File: src/rtl/result_acc_pkg.sv
// Shared types and helpers for the windowed result accumulator.
// Holds the FSM state encoding, the ceil-log2 helper and the default sample width.
package result_acc_pkg;

    typedef enum logic {
        ACCUM = 1'b0,
        FULL  = 1'b1
    } acc_state_t;

    localparam int DEF_DATA_W = 8;

    // Ceiling log2, usable in parameter expressions.
    function automatic int clog2(input int value);
        int result;
        result = 0;
        for (int i = 0; i < 31; i++) begin
            if ((1 << i) < value) begin
                result = i + 1;
            end
        end
        return result;
    endfunction

endpackage

File: src/rtl/minmax_tracker.sv
// Running minimum/maximum over the samples of the current window.
// The o_*_next outputs give the comparison including the sample currently on i_data.
module minmax_tracker
    import result_acc_pkg::*;
#(
    parameter int DATA_W = DEF_DATA_W
) (
    input  logic              clk,
    input  logic              reset_l,
    input  logic              i_clear,
    input  logic              i_load,
    input  logic              i_update,
    input  logic [DATA_W-1:0] i_data,
    output logic [DATA_W-1:0] o_min_next,
    output logic [DATA_W-1:0] o_max_next
);

    logic [DATA_W-1:0] r_min;
    logic [DATA_W-1:0] r_max;

    assign o_min_next = (i_data < r_min) ? i_data : r_min;
    assign o_max_next = (i_data > r_max) ? i_data : r_max;

    // Idle values (all-ones / zero) let the first update of a window load the sample.
    always_ff @(posedge clk) begin
        if (!reset_l) begin
            r_min <= '1;
            r_max <= '0;
        end else if (i_clear) begin
            r_min <= '1;
            r_max <= '0;
        end else if (i_load) begin
            r_min <= i_data;
            r_max <= i_data;
        end else if (i_update) begin
            r_min <= o_min_next;
            r_max <= o_max_next;
        end
    end

endmodule

File: src/rtl/result_accumulator.sv
// Windowed sum/min/max of an unsigned sample stream with valid/ready on both sides.
// A result is held in FULL until consumed; a sample arriving on the consume cycle opens the next window.
module result_accumulator
    import result_acc_pkg::*;
#(
    parameter  int DATA_W = DEF_DATA_W,
    parameter  int WINDOW = 4,
    localparam int SUM_W  = DATA_W + clog2(WINDOW),
    localparam int FC_W   = clog2(WINDOW) + 1
) (
    input  logic              clk,
    input  logic              reset_l,
    input  logic [DATA_W-1:0] in_data,
    input  logic              in_valid,
    output logic              in_ready,
    output logic [SUM_W-1:0]  out_sum,
    output logic [DATA_W-1:0] out_min,
    output logic [DATA_W-1:0] out_max,
    output logic              out_valid,
    input  logic              out_ready,
    output logic [FC_W-1:0]   fill_count
);

    localparam logic [FC_W-1:0] LAST_IDX = FC_W'(WINDOW - 1);

    acc_state_t        r_state;
    acc_state_t        w_next_state;
    logic              w_in_ready;
    logic              w_out_valid;
    logic              w_accept;
    logic              w_final;
    logic              w_reload;
    logic              w_update;

    logic [SUM_W-1:0]  r_acc;
    logic [FC_W-1:0]   r_fill;
    logic [SUM_W-1:0]  r_out_sum;
    logic [DATA_W-1:0] r_out_min;
    logic [DATA_W-1:0] r_out_max;

    logic [SUM_W-1:0]  w_data_ext;
    logic [SUM_W-1:0]  w_sum_next;
    logic [DATA_W-1:0] w_min_next;
    logic [DATA_W-1:0] w_max_next;

    assign w_data_ext = {{(SUM_W - DATA_W){1'b0}}, in_data};
    assign w_sum_next = r_acc + w_data_ext;

    always_ff @(posedge clk) begin
        if (!reset_l) begin
            r_state <= ACCUM;
        end else begin
            r_state <= w_next_state;
        end
    end

    always_comb begin
        w_next_state = r_state;
        w_out_valid  = (r_state == FULL);
        w_in_ready   = reset_l && (!w_out_valid || out_ready);
        w_accept     = in_valid && w_in_ready;
        w_final      = 1'b0;
        w_reload     = 1'b0;
        w_update     = 1'b0;
        case (r_state)
            ACCUM: begin
                if (w_accept && (r_fill == LAST_IDX)) begin
                    w_final      = 1'b1;
                    w_next_state = FULL;
                end else if (w_accept) begin
                    w_update = 1'b1;
                end
            end
            FULL: begin
                if (out_ready) begin
                    w_next_state = ACCUM;
                    w_reload     = w_accept;
                end
            end
            default: w_next_state = ACCUM;
        endcase
    end

    minmax_tracker #(
        .DATA_W (DATA_W)
    ) u_minmax (
        .clk        (clk),
        .reset_l    (reset_l),
        .i_clear    (w_final),
        .i_load     (w_reload),
        .i_update   (w_update),
        .i_data     (in_data),
        .o_min_next (w_min_next),
        .o_max_next (w_max_next)
    );

    // Payload registers move only on a final accept; they keep the last result between windows.
    always_ff @(posedge clk) begin
        if (!reset_l) begin
            r_acc     <= '0;
            r_fill    <= '0;
            r_out_sum <= '0;
            r_out_min <= '0;
            r_out_max <= '0;
        end else if (w_final) begin
            r_out_sum <= w_sum_next;
            r_out_min <= w_min_next;
            r_out_max <= w_max_next;
            r_acc     <= '0;
            r_fill    <= '0;
        end else if (w_reload) begin
            r_acc  <= w_data_ext;
            r_fill <= FC_W'(1);
        end else if (w_update) begin
            r_acc  <= w_sum_next;
            r_fill <= r_fill + FC_W'(1);
        end
    end

    assign in_ready   = w_in_ready;
    assign out_valid  = w_out_valid;
    assign out_sum    = r_out_sum;
    assign out_min    = r_out_min;
    assign out_max    = r_out_max;
    assign fill_count = r_fill;

endmodule

File: config.mk
export PLATFORM = sky130hd
export DESIGN_NAME = result_accumulator
export DESIGN_NICKNAME = d
export VERILOG_FILES = /design/src/rtl/result_acc_pkg.sv /design/src/rtl/minmax_tracker.sv /design/src/rtl/result_accumulator.sv
export SDC_FILE = /design/constraint.sdc
export NUM_CORES = 1
export LEC_CHECK = 0
export ABC_AREA = 1
export ABC_CLOCK_PERIOD_IN_PS = 3200
export CAP_MARGIN = 20
export CORE_ASPECT_RATIO = 0.8
export CORE_MARGIN = 1.5
export CORE_UTILIZATION = 55
export CTS_CLUSTER_DIAMETER = 200
export DETAILED_ROUTE_END_ITERATION = 7
export PLACE_DENSITY = 0.89
export SETUP_SLACK_MARGIN = 0.3
export SLEW_MARGIN = 25
export SYNTH_ARGS = -nofsm -noshare
export SYNTH_HDL_FRONTEND = slang
export SYNTH_HIERARCHICAL = 1
export SYNTH_SLANG_ARGS = --single-unit
File: constraint.sdc
create_clock -name clk -period 3.2 [get_ports clk]
set_input_delay 0.32 -clock clk [delete_from_list [all_inputs] [get_ports clk]]
set_output_delay 0.32 -clock clk [all_outputs]
set_load 0.02 [all_outputs]
==> results of run 1 <==
metal layers:
metal	vias up	global-route usage [%]	part of all wire (%)
li1	1590	-	-
met1	1463	36.8	46
met2	158	43.7	45
met3	19	4.79	7.4
met4	0	12.2	1.8
met5	-	0	0
critical path, stage by stage:
cell                              delay (ps)
sky130_fd_sc_hd__clkdlybuf4s50_1         640
sky130_fd_sc_hd__ha_1                    310
sky130_fd_sc_hd__a21oi_1                 150
sky130_fd_sc_hd__nor2_1                   90
sky130_fd_sc_hd__a211oi_4                450
sky130_fd_sc_hd__nand3_1                 210
sky130_fd_sc_hd__and2_1                  230
sky130_fd_sc_hd__a22o_1                  210
per-stage QoR:
stage	instances	cell area [µm²]
2_1_floorplan	457	3330
3_3_place_gp	575	3830
3_5_place_dp	575	3830
4_1_cts	583	3960
5_1_grt	583	3960
6_report	583	3960
area by class of cell:
class / count / area share, %
multi-input cells: 328 / 48.4
flip-flops and latches: 56 / 28.3
repair buffers: 47 / 11.6
inverters: 63 / 5.97
well taps: 81 / 2.56
clock buffers: 7 / 2.43
clock inverters: 1 / 0.759
state kept, by name, summed over array words and instances, names as in the netlist:
name / cells
r_acc: 10
out_max: 8
u_minmax/r_min: 8
out_valid: 1
fill_count: 3
u_minmax/r_max: 8
out_sum: 10
out_min: 8
path summary, 6_finish.rpt:
path	slack [ps]	endpoint	cells past startpoint	from
worst max register to register	1020	u_minmax/r_min[2]$_SDFFE_PP1P_	8	fill_count[0]$_SDFFE_PP0P_
worst min register to register	460	out_sum[9]$_SDFFE_PN0P_	2	out_sum[9]$_SDFFE_PN0P_
worst min-delay path	460	out_sum[9]$_SDFFE_PN0P_	2	out_sum[9]$_SDFFE_PN0P_
worst max-delay path	800	out_min[7]$_SDFFE_PN0P_	8	in_data[5]
logic make-up (layout without fill, tap and decap cells):
group | count (synthesis) | count (layout) | share of synthesized area, %
DFF | 56 | 56 | 33.6
xor gates and xnor gates | 3 | 3 | 0.788
and+or+nand+nor | 226 | 226 | 31.8
adders and majority gates | 26 | 26 | 9.99
buffers and inverters | 73 | 118 | 8.90
AOI/OAI and AO/OA | 73 | 73 | 14.9
layout by cell type, fill, tap and decap left out, drive strengths merged:
cell type	Yosys	final
or2	2	2
clkbuf	1	7
ha	25	25
o21bai	1	1
a21o	1	1
xor2	2	2
bufinv	0	1
fa	1	1
and2	16	16
nand3	46	46
a211oi	9	9
a21boi	1	1
clkdlybuf4s50	0	42
clkinv	1	1
xnor2	1	1
inv	62	62
a22oi	1	1
nand2	113	113
a22o	19	19
nor2	38	38
nand4	6	6
nand3b	3	3
buf	9	5
o21ai	10	10
dfxtp	56	56
nor3	2	2
o21a	2	2
a21oi	29	29
power by group through the flow:
stage          Clock [mW]  Combinational, mW  Sequential [mW]
6_report            0.507              0.345            0.738
4_1_cts             0.514              0.337            0.737
5_1_grt             0.544              0.383            0.741
3_3_place_gp            0              0.318            0.751
2_1_floorplan           0              0.238            0.752
3_5_place_dp            0              0.332            0.753
==> results.md, run 1 <==
* Max Fclk at 417 MHz
* GR Overflow Total at 0
* Count of mapped cells out of synthesis at 457
* Number of buffers added on ports at 42
* Inserted Clock Buffers at 5
* Synthesis-stage register bit count at 56
* Number of enable flip-flop cells after synthesis at 0
* Number of nets with antenna violations after detailed routing at 0
* Insertion delay of the later-clocked pin in the worst-skew pair at 320 ps
* Type of the worst min-delay path: reg -> reg
* Average cell area after synthesis at 7.29 µm²
* Outcome: complete, no violations
* Routability congestion estimate at 0.944
* Worst setup SP type: primary input
* Initial core utilization at 56.7%
* Mapped cell area at 0.00333 mm²
* Final setup vio count at 0
* Switching share of power at 29.1%
* Required @ worst endpoint at 3410 ps
* Fraction of final layout cells sized beyond drive strength 1 at 6.97%
* Worst rel slew slack at 48.2%
* Die Width at 90.0 µm
* Largest net degree at the start of global routing at 31
* Drt drc at 0
* Most common cell in the netlist: sky130_fd_sc_hd__nand2_1
* Peak fanout along the critical path at 9
* # diodes at 0
* Number of warning messages in the yosys log at 6
* Final Hold Violating Endpoints at 0
* TritonCTS clock tree: yes
* Comb power frac at 21.7%
* Htree depth at 2
* Clock tree sinks at 56
* Power share of the sequential group at 46.4%
* Total number of vias at 3230
* Post-Route WL at 8.65 mm
* Via count of the first global-routing pass at 3001
* Buffer cell driving the clock tree root: sky130_fd_sc_hd__clkbuf_8
* DR iter-0 viols at 350
* Post-CTS Hold Fix Bufs at 0
* Max-capacitance violation count at 0
* Proportion of netlist area held by the largest area contributor at 33.6%
* CTS Buffer Depth at 2
* Chip Height at 72.6 µm
* Fraction of power consumed by the clock network at 31.9%
* Highest ir drop seen on vdd at 0.000298 V
* Final WS setup at 800 ps
* Final setup skew at 8.22 ps
* Sequential fraction of the synthesis area at 33.6%
* Initial antenna violation count at 0
* Detailed-placement wirelength estimate at 6.22 mm
* Clock transition at path regs at 90 ps
* Final nets at 539
* Global-route wire length before repair at 14.3 mm
* CP Class: in -> reg
* Post-cts repair resize count at 0
* Sequential cell area at 0.00112 mm²
* Switching power at 0.463 mW
* Top cells by instance count after synthesis: 108 x sky130_fd_sc_hd__nand2_1, 60 x sky130_fd_sc_hd__inv_1, 56 x sky130_fd_sc_hd__dfxtp_1
* Leak at 1.87 nW
* Total global-route track usage at 27.4%
* Wire length per cell after detailed routing at 14.8 µm
* Power density relative to cell area at 402 mW/mm²
* Synth-to-layout area growth at 18.8%
* Endpoint arrival time on the critical path at 2610 ps
* Synth area leader: sky130_fd_sc_hd__dfxtp_1
* Worst Setup End Kind: flop
* Post-CTS setup repair buffer count at 0
* Net count after synthesis at 495
* Post-layout power at 1.59 mW
* Drt via density at 5.54
* Total negative slack at 0 ps
* Top-level port count at 43
* Post-route core utilization at 67.3%
* Cell Int Power at 1.13 mW
* Leading post-synthesis cells by cell area: sky130_fd_sc_hd__dfxtp_1 34%, sky130_fd_sc_hd__nand2_1 12%, sky130_fd_sc_hd__ha_1 9.4%, sky130_fd_sc_hd__nand3_1 6.9%, sky130_fd_sc_hd__inv_1 6.8%
* Max Slew Vio Count at 0
* Post-route minimum period at 2400 ps
* Actual transition at the worst max-transition pin at 776 ps
* Floorplan die area at 0.00654 mm²
* Distinct cells, synth at 36
* Total core area at 0.00588 mm²
* Hold slack final at 461 ps
* Async set-reset flop share out of synthesis at 0%
* Area of the multi-input gates at 0.00192 mm²
* Drt pass-1 iters at 5
* Predominant post-synthesis flop cell: sky130_fd_sc_hd__dfxtp_1
* Unrepaired setup endpoints after global routing: no
* Worst slack, placed at 576 ps
* Layout filler cell count at 504
* Tcrit/Tclk final at 75.0%
* Core Rows at 25
Power figures use the tool's default switching activity.
==> inputs of run 2 (changes only) <==
--- a/config.mk
+++ b/config.mk
@@ -6,14 +6,14 @@
 export NUM_CORES = 1
 export LEC_CHECK = 0
 export ABC_AREA = 1
-export ABC_CLOCK_PERIOD_IN_PS = 3200
+export ABC_CLOCK_PERIOD_IN_PS = 2000
 export CAP_MARGIN = 20
 export CORE_ASPECT_RATIO = 0.8
 export CORE_MARGIN = 1.5
-export CORE_UTILIZATION = 55
+export CORE_UTILIZATION = 50
 export CTS_CLUSTER_DIAMETER = 200
 export DETAILED_ROUTE_END_ITERATION = 7
-export PLACE_DENSITY = 0.89
+export PLACE_DENSITY = 0.86
 export SETUP_SLACK_MARGIN = 0.3
 export SLEW_MARGIN = 25
 export SYNTH_ARGS = -nofsm -noshare
==> constraint.sdc (replaced) <==
create_clock -name clk -period 2 [get_ports clk]
set_input_delay 0.2 -clock clk [delete_from_list [all_inputs] [get_ports clk]]
set_output_delay 0.2 -clock clk [all_outputs]
set_load 0.02 [all_outputs]
==> run 2 against run 1 <==
- the run now ends with negative setup slack left
- die area grew 9.6%
- register-to-register slack lost 1100 ps
- combinational power grew to 2.8 times the previous value
- critical path depth is the same
- sequential power grew 61%
- cell area grew 25%
- power grew 80%
- non-clock buffer count grew 48
- first-iteration DRC count grew 33%
- hold slack lost 120 ps
- routed wire length grew 60%
- setup slack lost 890 ps
==> results.md, run 2 (synthesis gave the netlist of run 1 again) <==
* Start point of the critical path: u_minmax/r_min[3]$_SDFFE_PP1P_
* Clock transition at path regs at 110 ps (+20 ps)
* Post-layout power at 2.86 mW (+80%)
* Final nets at 588 (+9.1%)
* Fraction of final layout cells sized beyond drive strength 1 at 36.5% (+30 points)
* Cell count after placement at 615 (+7.0%)
* Floorplan die area at 0.00717 mm² (+9.6%)
* Final Hold Violating Endpoints at 0 (unchanged)
* Layout filler cell count at 379 (-25%)
* Max Slew Vio Count at 0 (unchanged)
* Endpoint arrival time on the critical path at 2300 ps (-310 ps)
* Failing checks: negative setup slack
* Worst Min Path Start: reset_l
* Final setup vio count at 4 (+4)
* Total core area at 0.00641 mm² (+9.0%)
* Actual transition at the worst max-transition pin at 515 ps (-261 ps)
* Worst slack, placed at -290 ps (-866 ps)
* Top-level port count at 43 (unchanged)
* Peak fanout along the critical path at 4 (-5)
* Worst Setup End Kind: flop
* Drt via density at 6.36 (+15%)
* Required @ worst endpoint at 2200 ps (-1210 ps)
* Via count of the first global-routing pass at 3589 (+20%)
* Sequential cell area at 0.00114 mm² (+2.0%)
* Leading cell type in the layout, fill and taps excluded: sky130_fd_sc_hd__nand2_1
* Type of the worst min-delay path: in -> reg
* Total negative slack at -227 ps (-227 ps)
* Post-CTS Hold Fix Bufs at 0 (unchanged)
* Highest ir drop seen on vdd at 0.000319 V (+6.9%)
* Tcrit/Tclk final at 105%
* Clock tree sinks at 56 (unchanged)
* Fin cells at 636 (+9.1%)
* Post-route minimum period at 2090 ps
* CP Class: reg -> reg
* Start of the worst register-to-register path: u_minmax/r_min[3]$_SDFFE_PP1P_
* Detailed-placement wirelength estimate at 6.84 mm (+9.9%)
* Chip Height at 76.0 µm (+4.7%)
* Max-capacitance violation count at 0 (unchanged)
* Initial core utilization at 52.0% (-4.7 points)
* Inserted Clock Buffers at 5 (unchanged)
* Commonest cells after routing, fill and taps aside: 82 x sky130_fd_sc_hd__nand2_1, 46 x sky130_fd_sc_hd__inv_1, 44 x sky130_fd_sc_hd__buf_4
* FF-to-FF path depth at 8 (unchanged)
* Htree depth at 2 (unchanged)
* Drt pass-1 iters at 5 (unchanged)
* Global-route wire length before repair at 17.3 mm (+21%)
* Final setup skew at 15.8 ps (+7.56 ps)
* Min-Delay Path Depth at 3 (+1)
* Wire length per cell after detailed routing at 21.7 µm (+46%)
* DR iter-0 viols at 464 (+33%)
* TritonCTS clock tree: yes
* Post-Route WL at 13.8 mm (+60%)
* Buffer cell driving the clock tree root: sky130_fd_sc_hd__clkbuf_8
* Unrepaired setup endpoints after global routing: yes
* Worst setup SP type: flop
* Total global-route track usage at 30.9% (+3.5 points)
* CTS Buffer Depth at 2 (unchanged)
* Area of the multi-input gates at 0.00253 mm² (+32%)
* Power density relative to cell area at 576 mW/mm² (+43%)
* Outcome: finished, violations left
* Leak at 2.29 nW (+22%)
* Synth-to-layout area growth at 49.0%
* Final WS setup at -91.5 ps (-892 ps)
* GR Overflow Total at 0 (unchanged)
* Insertion delay of the later-clocked pin in the worst-skew pair at 330 ps (about the same)
* Initial antenna violation count at 1 (+1)
* Core Rows at 26 (+4.0%)
* Max Fclk at 478 MHz
* Number of nets with antenna violations after detailed routing at 0 (unchanged)
* Routability congestion estimate at 0.943 (-0.11%)
* Post-route core utilization at 77.5% (+10 points)
* Number of buffers added on ports at 42 (unchanged)
* Total number of vias at 4044 (+25%)
* Worst rel slew slack at 65.6% (+17 points)
* Die Width at 94.3 µm (+4.7%)
* Drt drc at 0 (unchanged)
* Largest net degree at the start of global routing at 17 (-45%)
[run 2: layout make-up]
cell class / count / area share (%)
multi-input cells: 329 / 51.0
flip-flops and latches: 56 / 23.0
repair buffers: 95 / 17.2
inverters: 63 / 4.76
well taps: 84 / 2.12
clock buffers: 7 / 1.74
clock inverters: 1 / 0.151
diodes: 1 / 0.0504
[run 2: worst paths after layout]
path | end | slack, ps
max reg2reg | out_min[1]$_SDFFE_PN0P_ | -90
min reg2reg | out_sum[7]$_SDFFE_PN0P_ | 460
min | out_valid$_SDFF_PN0_ | 340
max | out_min[1]$_SDFFE_PN0P_ | -90
[run 2: stage by stage]
stage	area, µm²	hold slack [ps]
global route	4970	354
global placement	4180	438
floorplan	3400	372
CTS	4650	459
detailed placement	4180	445
finish	4970	337
[run 2: where the power goes]
group	internal [mW]	leakage [nW]	switching, mW	total (mW)
Clock	0.283	0.0445	0.409	0.693
Sequential	1.16	0.459	0.0328	1.19
Combinational	0.410	1.79	0.566	0.976
[run 2: worst max-delay path, cell delays in order (launching register included)]
cell and delay (ps):
sky130_fd_sc_hd__dfxtp_1 360, sky130_fd_sc_hd__inv_1 80, sky130_fd_sc_hd__ha_1 340, sky130_fd_sc_hd__a21oi_2 300, sky130_fd_sc_hd__nand2_4 130, sky130_fd_sc_hd__nand2_2 230
sky130_fd_sc_hd__nand3_4 120, sky130_fd_sc_hd__and2_4 150, sky130_fd_sc_hd__a22o_1 270
[run 2: timing repair]
item / 4_1_cts / 5_1_grt
pin swaps: 33 / 27
resized for setup: 90 / 70
setup buffers: 9 / 2
endpoints found under the setup margin: 37 / 41
cloned: 1 / 0
[run 2: routing by layer]
layer	routed length [µm]	share of wire, %	vias to the layer above	global-route usage (%)
met4	1010	7.3	0	14.3
met5	0	0	-	0
met1	4960	36	1880	38.7
met3	1640	12	109	6.79
li1	-	-	1692	-
met2	6200	45	363	50.2
==> inputs of run 3 (changes only) <==
--- a/config.mk
+++ b/config.mk
@@ -10,10 +10,10 @@
 export CAP_MARGIN = 20
 export CORE_ASPECT_RATIO = 0.8
 export CORE_MARGIN = 1.5
-export CORE_UTILIZATION = 50
+export CORE_UTILIZATION = 45
 export CTS_CLUSTER_DIAMETER = 200
 export DETAILED_ROUTE_END_ITERATION = 7
-export PLACE_DENSITY = 0.86
+export PLACE_DENSITY = 0.8
 export SETUP_SLACK_MARGIN = 0.3
 export SLEW_MARGIN = 25
 export SYNTH_ARGS = -nofsm -noshare
==> run 3 against run 2 <==
- the run now ends clean
- clock skew fell by 8.8 ps
- count of clock-buffer cells in the layout did not move
- power rose by 3.8%
- clock power rose by 21%
- sequential power barely moved
- critical path type unchanged
- critical endpoint is now out_max[5]$_SDFFE_PN0P_
- largest cell class unchanged
- largest power group unchanged
==> results.md, run 3 (synthesis gave the netlist of run 1 again) <==
* Drt drc at 0 (unchanged)
* List of cells traversed by the critical path: inv_2 -> ha_4 -> nand2_4 -> nor2_4 -> nand2_2 -> nand2_4 -> buf_6 -> nand3_2 -> and2_4 -> a22o_1
* Clock transition at path regs at 100 ps (about the same)
* Post-placement cell area at 0.00425 mm² (+1.6%)
* Fraction of power consumed by the clock network at 28.3% (+4.1 points)
* Max stage delay on crit path at 360 ps (about the same)
* TritonCTS clock tree: yes
* Highest ir drop seen on vdd at 0.000446 V (+40%)
* Layout filler cell count at 459 (+21%)
* Routability congestion estimate at 0.955 (+1.3%)
* Unrepaired setup endpoints after global routing: yes
* DR iter-0 viols at 415 (-11%)
* Type of the worst min-delay path: in -> reg
* Hold slack final at 343 ps (+5.75 ps)
* Largest net degree at the start of global routing at 17 (unchanged)
* Fin cells at 644 (+1.3%)
* Chip Height at 80.0 µm (+5.2%)
* Detailed-placement wirelength estimate at 6.91 mm (+1.1%)
* Worst Min Path Start: reset_l
* # diodes at 0 (-1)
* CP Buf/Inv Count at 2 (+1)
* Start of the worst register-to-register path: u_minmax/r_max[7]$_SDFFE_PP0P_
* Cell Int Power at 2.02 mW (+9.3%)
* Number of buffers added on ports at 42 (unchanged)
* Final setup skew at 6.97 ps (-8.81 ps)
* Sequential cell area at 0.00114 mm² (-0.22%)
* Final nets at 594 (+1.0%)
* Initial core utilization at 47.4% (-4.6 points)
* FF-to-FF path depth at 10 (+2)
* Worst setup SP type: flop
* Dominant delay contributor by cell family on the critical path: simple AND/OR/NAND/NOR gates
* CTS Buffer Depth at 2 (unchanged)
* Comb power frac at 31.7% (-2.4 points)
* Top-level port count at 43 (unchanged)
* Worst rel slew slack at 67.7% (+2.1 points)
* Area of the multi-input gates at 0.00252 mm² (-0.30%)
* Max-capacitance violation count at 0 (unchanged)
* Endpoint arrival time on the critical path at 2080 ps (-220 ps)
* Synth-to-layout area growth at 51.9%
* Actual transition at the worst max-transition pin at 483 ps (-31.9 ps)
* Tcrit/Tclk final at 93.1% (-11 points)
* Max Fclk at 537 MHz (+12%)
* Endpoint of the worst-slack reg-to-reg timing path: out_max[5]$_SDFFE_PN0P_
* Drt pass-1 iters at 5 (unchanged)
* Global-route wire length before repair at 16.3 mm (-5.7%)
* Final Hold Violating Endpoints at 0 (unchanged)
* Inserted Clock Buffers at 5 (unchanged)
* Post-route core utilization at 72.1% (-5.4 points)
* Final standard cell area without fillers at 0.00506 mm² (+2.0%)
* CP Class: reg -> reg
* Buffer cell driving the clock tree root: sky130_fd_sc_hd__clkbuf_8
* Outcome: complete, no violations
* Power density relative to cell area at 586 mW/mm² (+1.8%)
* Number of nets with antenna violations after detailed routing at 0 (unchanged)
* Switching power at 0.944 mW (-6.4%)
* Peak fanout along the critical path at 4 (unchanged)
* Htree depth at 2 (unchanged)
* Wire length per cell after detailed routing at 18.4 µm (-15%)
* Die Width at 99.2 µm (+5.2%)
* Min-Delay Path Depth at 3 (unchanged)
* Power share of the sequential group at 40.0% (-1.7 points)
* Insertion delay of the later-clocked pin in the worst-skew pair at 320 ps (about the same)
* Switching share of power at 31.8% (-3.5 points)
* Post-route minimum period at 1860 ps (-230 ps)
* Leading cell type in the layout, fill and taps excluded: sky130_fd_sc_hd__nand2_1
* Commonest cells after routing, fill and taps aside: 83 x sky130_fd_sc_hd__nand2_1, 49 x sky130_fd_sc_hd__buf_4, 45 x sky130_fd_sc_hd__inv_1
* Clock tree sinks at 56 (unchanged)
* Leak at 2.33 nW (+1.7%)
* Reg2Reg Setup Slack at 140 ps (+230 ps)
* Floorplan die area at 0.00794 mm² (+11%)
* Post-CTS Hold Fix Bufs at 0 (unchanged)
* Required @ worst endpoint at 2220 ps (+20 ps)
* Max Slew Vio Count at 0 (unchanged)
* Final setup vio count at 0 (-4)
* Fraction of final layout cells sized beyond drive strength 1 at 38.2% (+1.8 points)
* Post-Route WL at 11.8 mm (-14%)
* Via count of the first global-routing pass at 3475 (-3.2%)
* Worst Setup End Kind: flop
* Slowest cell on the critical path: sky130_fd_sc_hd__dfxtp_2
* Cell count after placement at 625 (+1.6%)
* Initial antenna violation count at 0 (-1)
* Total global-route track usage at 26.2% (-4.7 points)
* GR Overflow Total at 0 (unchanged)
* Total core area at 0.00703 mm² (+9.6%)
* Most frequent cell on the critical path: sky130_fd_sc_hd__nand2_4
* Endpoint of the worst hold path: out_valid$_SDFF_PN0_
* Core Rows at 27 (+3.8%)
* Total number of vias at 3740 (-7.5%)
* Total negative slack at 0 ps (+227 ps)
* Drt via density at 5.81 (-8.7%)
-- run 3: cell types whose count changed in the layout (fill, tap and decap cells not counted), sizes merged --
cell,before,now
buf,53,60
bufinv,0,1
clkbuf,7,8
clkinvlp,1,0
diode,1,0
dlygate4sd2,9,8
nand2,114,113
-- run 3: power groups by stage --
stage | clock network [mW] | registers [mW] | logic (mW)
3_5_place_dp | 0 | 1.20 | 0.647
4_1_cts | 0.838 | 1.18 | 0.775
6_report | 0.839 | 1.19 | 0.941
2_1_floorplan | 0 | 1.20 | 0.391
5_1_grt | 0.893 | 1.19 | 0.995
3_3_place_gp | 0 | 1.20 | 0.623
-- run 3: what timing repair did --
item / CTS / global route
pin swaps: 43 / 24
endpoints found under the setup margin: 48 / 45
gates resized for setup: 100 / 60
buffers inserted: 7 / 4
-- run 3: cell type report --
class	count	area share, %
clock inverter	1	0.593
timing repair buffer	102	18.3
clock buffer	7	1.90
inverter	63	4.67
sequential	56	22.5
multi-input combinational	328	49.9
tap	87	2.15
-- run 3: how the worst max path moves through the flow --
| stage | cells after the start | to | from | slack [ps] |
|---|---|---|---|---|
| 2_1_floorplan | 8 | out_min[1]$_SDFFE_PN0P_ | u_minmax/r_min[5]$_SDFFE_PP1P_ | 250 |
| 3_3_place_gp | 11 | out_min[0]$_SDFFE_PN0P_ | in_data[7] | -240 |
| 4_1_cts | 10 | out_max[6]$_SDFFE_PN0P_ | u_minmax/r_max[5]$_SDFFE_PP0P_ | 200 |
| 6_report | 10 | out_max[5]$_SDFFE_PN0P_ | u_minmax/r_max[7]$_SDFFE_PP0P_ | 140 |
| 3_5_place_dp | 11 | out_min[0]$_SDFFE_PN0P_ | in_data[7] | -290 |
| 5_1_grt | 12 | out_max[5]$_SDFFE_PN0P_ | u_minmax/r_max[3]$_SDFFE_PP0P_ | 80 |
-- run 3: metal layers --
metal / GRT usage [%] / share of wire (%) / wire [µm] / vias up
met5: 0 / 0 / 0 / -
met4: 8.59 / 4.2 / 492 / 0
met3: 3.85 / 8.3 / 982 / 72
met2: 45.8 / 48 / 5660 / 239
met1: 33.2 / 40 / 4700 / 1729
li1: - / - / - / 1700
-- run 3: worst register-to-register path, cell delays in order (launching register included) --
cell and delay, ps:
sky130_fd_sc_hd__dfxtp_2 360, sky130_fd_sc_hd__inv_2 70, sky130_fd_sc_hd__ha_4 280, sky130_fd_sc_hd__nand2_4 60, sky130_fd_sc_hd__nor2_4 180, sky130_fd_sc_hd__nand2_2 100, sky130_fd_sc_hd__nand2_4 100, sky130_fd_sc_hd__buf_6 140
sky130_fd_sc_hd__nand3_2 80, sky130_fd_sc_hd__and2_4 160, sky130_fd_sc_hd__a22o_1 220
-- run 3: stage by stage --
| stage | setup WS [ps] | power, mW |
|---|---|---|
| 6_report | 138 | 2.97 |
| 5_1_grt | 83.2 | 3.08 |
| 4_1_cts | 196 | 2.80 |
| 3_5_place_dp | -293 | 1.85 |
| 3_3_place_gp | -242 | 1.83 |
| 2_1_floorplan | 253 | 1.59 |
